--- config.mk ---
export PLATFORM = sky130hd
export DESIGN_NAME = mem_port_arbiter
export DESIGN_NICKNAME = d
export VERILOG_FILES = /design/src/rtl/mem_port_arbiter.sv
export SDC_FILE = /design/constraint.sdc
export NUM_CORES = 1
export LEC_CHECK = 0
export ABC_CLOCK_PERIOD_IN_PS = 1800
export BUFFER_PORTS_ARGS = -buffer_cell sky130_fd_sc_hd__buf_2
export CORE_AREA = 2 2 120 122
export CTS_CLUSTER_DIAMETER = 60
export CTS_CLUSTER_SIZE = 25
export DETAILED_ROUTE_END_ITERATION = 16
export DIE_AREA = 0 0 122 124
export GPL_ROUTABILITY_DRIVEN = 0
export GPL_TIMING_DRIVEN = 1
export PLACE_DENSITY = 0.4
export SYNTH_ARGS = -nofsm -noshare
export SYNTH_HDL_FRONTEND = slang
export SYNTH_SLANG_ARGS = --single-unit
export TNS_END_PERCENT = 1
--- constraint.sdc ---
create_clock -name clk -period 1.8 [get_ports clk]
set_input_delay 0.54 -clock clk [delete_from_list [all_inputs] [get_ports clk]]
set_output_delay 0.54 -clock clk [all_outputs]
set_load 0.005 [all_outputs]
--- src/rtl/mem_port_arbiter.sv ---
`default_nettype none
// ============================================================================
// mem_port_arbiter : core/debug single-port memory arbiter with ordered reads.
// Optional starvation guard enabled by ARB_STARVE_GUARD_EN.   Revision: 1.0
// ============================================================================
module mem_port_arbiter #(
  parameter int RD_LATENCY   = 1,
  parameter int STARVE_LIMIT = 8
) (
  input  logic        clk,
  input  logic        rst_n,
  input  logic        c_req,
  input  logic [3:0]  c_we,
  input  logic [31:0] c_addr,
  input  logic [31:0] c_wdata,
  output logic        c_gnt,
  output logic        c_rvalid,
  output logic [31:0] c_rdata,
  input  logic        d_req,
  input  logic [3:0]  d_we,
  input  logic [31:0] d_addr,
  input  logic [31:0] d_wdata,
  output logic        d_gnt,
  output logic        d_rvalid,
  output logic [31:0] d_rdata,
  output logic        m_en,
  output logic [3:0]  m_we,
  output logic [31:0] m_addr,
  output logic [31:0] m_wdata,
  input  logic [31:0] m_rdata,
  output logic        core_stall
);

  logic                  w_force_dbg;
  logic                  w_c_gnt;
  logic                  w_d_gnt;
  logic                  w_issue_rd;
  logic                  w_ret_vld;
  logic [RD_LATENCY-1:0] vld_q, vld_d;
  logic [RD_LATENCY-1:0] own_q, own_d;

`ifdef ARB_STARVE_GUARD_EN
  localparam int c_cnt_w = $clog2(STARVE_LIMIT + 1);

  logic [c_cnt_w-1:0] starve_cnt_q, starve_cnt_d;

  assign w_force_dbg = d_req && (starve_cnt_q == c_cnt_w'(STARVE_LIMIT));

  // Saturates at the limit; any debug grant or idle debug port restarts it.
  always_comb begin
    starve_cnt_d = starve_cnt_q;
    if (!d_req || w_d_gnt) begin
      starve_cnt_d = '0;
    end else if (starve_cnt_q != c_cnt_w'(STARVE_LIMIT)) begin
      starve_cnt_d = starve_cnt_q + 1'b1;
    end
  end

  always_ff @(posedge clk) begin
    if (!rst_n) begin
      starve_cnt_q <= '0;
    end else begin
      starve_cnt_q <= starve_cnt_d;
    end
  end
`else
  logic [31:0] w_unused_limit;
  assign w_unused_limit = 32'(STARVE_LIMIT);
  assign w_force_dbg    = 1'b0;
`endif

  // Core wins unless the starvation guard hands this cycle to debug.
  assign w_c_gnt    = rst_n && c_req && !w_force_dbg;
  assign w_d_gnt    = rst_n && d_req && !w_c_gnt;
  assign w_issue_rd = (w_c_gnt && (c_we == 4'h0)) || (w_d_gnt && (d_we == 4'h0));

  assign c_gnt      = w_c_gnt;
  assign d_gnt      = w_d_gnt;
  assign core_stall = c_req && !w_c_gnt;

  assign m_en    = w_c_gnt || w_d_gnt;
  assign m_we    = w_c_gnt ? c_we : (w_d_gnt ? d_we : 4'h0);
  assign m_addr  = w_d_gnt ? d_addr  : c_addr;
  assign m_wdata = w_d_gnt ? d_wdata : c_wdata;

  // Owner tag pipeline: bit 0 enters on issue, top bit retires; own=1 is debug.
  always_comb begin
    vld_d    = '0;
    own_d    = '0;
    vld_d[0] = w_issue_rd;
    own_d[0] = w_d_gnt;
    for (int i = 1; i < RD_LATENCY; i++) begin
      vld_d[i] = vld_q[i-1];
      own_d[i] = own_q[i-1];
    end
  end

  always_ff @(posedge clk) begin
    if (!rst_n) begin
      vld_q <= '0;
      own_q <= '0;
    end else begin
      vld_q <= vld_d;
      own_q <= own_d;
    end
  end

  assign w_ret_vld = rst_n && vld_q[RD_LATENCY-1];
  assign c_rvalid  = w_ret_vld && !own_q[RD_LATENCY-1];
  assign d_rvalid  = w_ret_vld &&  own_q[RD_LATENCY-1];
  assign c_rdata   = c_rvalid ? m_rdata : 32'h0;
  assign d_rdata   = d_rvalid ? m_rdata : 32'h0;

endmodule
`default_nettype wire

==> results.md <==
- The sum of routed wire length over all layers is 9.04 mm.
- The transition time at the pin with the least slew margin is 0.280 ns.
- The complex-gate fraction of the synthesized area was 0.0351.
- The checks that failed: negative setup slack.
- The analysis attributes to net switching a power of 0.000281 W.
- Of the total power, the share spent switching nets is 0.310.
- The average wire per standard cell is 11.6 um.
- At the worst endpoint, the arrival time is ~1.4 ns.
- The mean instance size in the synthesized netlist is approximately 4.8 um2.
- Post-CTS timing repair inserted 0 buffers for setup.
- Counting distinct cell types in the post-synthesis netlist gives 17.
- For this run, design rule violations remaining after detail routing come to 0.
- The initial detailed-routing violation count is 39.
- The total setup violations reported at the end of the flow is 68.
- Compared with the post-synthesis result, the final layout area differs by 137%.
- The buffer levels on the longest clock path is 2.
- The first detailed-routing pass ran for 4 iterations.
- After synthesis, the largest family of logic cells by area is simple AND/OR/NAND/NOR gates.
- The per-cell via count in the routed design is approximately 3.6.
- The number of sinks on the clock net is 2.
- The number of filler instances in the final layout is between 1.5k and 2k.
- Setup total negative slack on the finished layout was measured at -4.43 ns.
- The region available for standard cell placement spans between 10000 and 15000 um2.
- The simple-gate share of the synthesized area is 0.827.
- The floorplan step set the die height to 124 um.
- The initial antenna violation count is 0.
- The count of nets left with antenna violations once routing finished came out at 0.
- Of the available clock period, the critical path in the final layout requires 1.07.
- The maximum clock frequency is 522 MHz.
- The detailed placement HPWL is just under 8 mm.
- Input and output buffers added on the ports amount to 309.
- The register clock-pin slew on the reported worst setup and hold paths is 0.03 ns.
- Of the cells placed in the final design, the portion with a size suffix greater than 1 is 0.558.
- The minimum setup slack in the final design is -0.117 ns.
- The cell sitting at the root of the clock tree is a sky130_fd_sc_hd__clkbuf_16.
- The die covers 15100 um2.
- In this run, placement finished with an instance count of 775.
- The run finished, with violations left.
- The total track usage is 0.103.
- The worst hold path class is input port to register.
- Setup repair after global routing could not meet its margin everywhere.
- TritonCTS built the clock tree.
- Synthesis produced a netlist whose cell count is 296.
- The worst-case IR drop observed on VDD is 0.165 mV.
- The share of total power dissipated in combinational logic is 0.584.
- At the worst endpoint, the required time is roughly 1.3 ns.
- The count of final max-slew check failures is 0.
- The cell internal power dissipation is 0.000624 W.
- The worst hold slack after final layout is 0.716 ns.
- In this run the static leakage power is 2.30 nW.
- The number of H-tree levels is 1.
- For this block, the via count after detailed routing is between 2k and 3k.
- The clock share of power is 0.365.
- The share of cell area taken by muxes after synthesis is 0.
- The initial utilization of the core area, before any placement, comes to 0.104.
- The remaining global-route overflow is 0.
- The max-capacitance violation count is 0.
- During synthesis, Yosys emitted a total of 0 warnings.
- The startpoint-to-endpoint class of the critical path is input port to output pin.
- Of the total synthesized cell area, the portion taken by XOR and XNOR cells is 0.
- Summing every instance area after synthesis gives 1430 um2.
- The via count of the first global-routing pass was approximately 2.5k.
- Once placement finished, the instance area stood at 3170 um2.
- 0 antenna diodes ended up in the layout.
- By area the synthesized netlist is led by sky130_fd_sc_hd__nand2_1 (51%), sky130_fd_sc_hd__and2_1 (29%), sky130_fd_sc_hd__buf_6 (5.5%), sky130_fd_sc_hd__buf_2 (3.9%), sky130_fd_sc_hd__dfxtp_1 (2.8%).
- The synthesized-area fraction occupied by adder cells is 0.
- The worst hold path was traced through 3 stages.
- The worst setup path is launched from an input port.
- In this run the power density over the cells is 268 nW/um2.
- The proportion of power drawn by flip-flops and latches is 0.052.
- The CTS buffer count is 3.
- The number of hold violations in the final report was 0.
- Of the post-synthesis cell area, the dominant cell type holds 0.508.
- The worst relative slew slack is 0.811.
- The number of rows in the core area is 43.
- In the final design database the tool counted 773 nets.
- Measured along the x axis, the die boundary spans 122 um.
- The number of nets in the synthesized netlist is ~470.
- The first global-routing pass estimated between 10 and 15 mm of wire.
- In this run, post-CTS hold repair placed 0 buffers.
- The largest net degree at the start of global routing is 39.
- The worst setup path is captured at an output pin.
- The finished layout holds 779 standard cells, fillers aside.
- The summed area of non-filler cells in the final layout is 3380 um2.
- The total I/O pin count is 310.
- The synthesized flop and latch total is 2.
- For hold timing, the worst endpoint is vld_q.
- The worst hold path begins at rst_n.
- Along the worst path, the maximum fanout reaches 6.
- The proportion of synthesized chip area in sequential cells is 0.0281.
- The library cell with the largest summed area after synthesis is sky130_fd_sc_hd__nand2_1.
- The smallest clock period supported by the final layout is computed as between 1.5 and 2 ns.
worst max path at each step:
| stage | startpoint | endpoint | slack (ns) |
|---|---|---|---|
| detailed placement | rst_n | m_wdata[9] | -0.27 |
| floorplan | c_req | m_wdata[12] | 0.06 |
| global route | d_req | m_addr[7] | -0.16 |
| finish | c_req | m_we[0] | -0.12 |
| global placement | rst_n | m_wdata[9] | -0.28 |
| CTS | c_req | m_we[0] | -0.12 |
metal layers:
| metal | global-route usage | vias up | wire (um) |
|---|---|---|---|
| met4 | 0.0151 | 0 | 40 |
| li1 | - | 1492 | - |
| met3 | 0.0128 | 2 | 918 |
| met1 | 0.111 | 1124 | 3250 |
| met2 | 0.215 | 186 | 4820 |
| met5 | 0 | - | 0 |
synth_stat cells, drive strengths merged:
| cell type | count |
|---|---|
| a22o | 4 |
| a22oi | 1 |
| and2 | 65 |
| and3 | 1 |
| buf | 19 |
| clkbuf | 2 |
| dfxtp | 2 |
| inv | 2 |
| nand2 | 193 |
| nand3b | 1 |
| nor2 | 1 |
| nor2b | 2 |
| nor4 | 2 |
| o21a | 1 |
cells in the final DEF, fill, tap and decap left out, types with 2 or more instances in the layout:
cell,netlist,final
sky130_fd_sc_hd__buf_12,0,5
sky130_fd_sc_hd__buf_2,11,304
sky130_fd_sc_hd__nand2_1,193,193
sky130_fd_sc_hd__clkbuf_16,0,3
sky130_fd_sc_hd__and2_1,65,59
sky130_fd_sc_hd__buf_4,1,3
sky130_fd_sc_hd__dfxtp_1,2,2
sky130_fd_sc_hd__nor4_1,2,2
sky130_fd_sc_hd__nor2b_1,2,2
sky130_fd_sc_hd__a22o_1,4,4
sky130_fd_sc_hd__buf_6,7,7
sky130_fd_sc_hd__and2_4,0,6
sequential cells by signal (all words and copies together), names as in the netlist:
register / count
vld_q: 1
own_q: 1
per-stage QoR:
stage                      util  total power, W  setup slack (ns)
after floorplan               -        0.000224            0.0592
after detailed placement  0.231        0.000559            -0.266
final                     0.246        0.000905            -0.117
after global placement    0.231        0.000566            -0.284
after global routing      0.246        0.000983            -0.161
after CTS                 0.244        0.000920            -0.119
logic make-up (layout without fill, tap and decap cells):
kind of cell           count (synthesis)  in the layout
and+or+nand+nor                      265            265
buffers and inverters                 23            326
AOI/OAI and AO/OA                      6              6
DFF                                    2              2
worst max-delay path: stages:
cell and delay [ns]:
sky130_fd_sc_hd__buf_6 0.09, sky130_fd_sc_hd__nand3b_4 0.20, sky130_fd_sc_hd__inv_8 0.13, sky130_fd_sc_hd__buf_6 0.12, sky130_fd_sc_hd__a22o_1 0.16, sky130_fd_sc_hd__buf_2 0.14
power groups by stage:
| stage | Sequential, W | Clock [W] | Combinational, W |
|---|---|---|---|
| after floorplan | 0.0000470 | 0 | 0.000177 |
| after global placement | 0.0000471 | 0 | 0.000519 |
| after detailed placement | 0.0000471 | 0 | 0.000512 |
| after CTS | 0.0000466 | 0.000337 | 0.000537 |
| after global routing | 0.0000468 | 0.000340 | 0.000596 |
| final | 0.0000466 | 0.000330 | 0.000528 |
cell type report:
class	count	area [um2]	share of cell area
Clock buffer	3	75.1	0.0222
Inverter	2	15.0	0.00444
Multi-Input combinational cell	271	1260	0.372
Sequential cell	2	40.0	0.0118
Tap cell	180	225	0.0666
Timing Repair Buffer	321	1770	0.522
repair_timing:
action                                 in CTS  in global routing
cloned                                      1                  0
endpoints found under the hold margin       0                  0
setup endpoints to repair                 136                112
pin swaps                                   4                  3
gates resized for setup                    19                  9
Note: power is estimated with default switching activity, not from simulation.
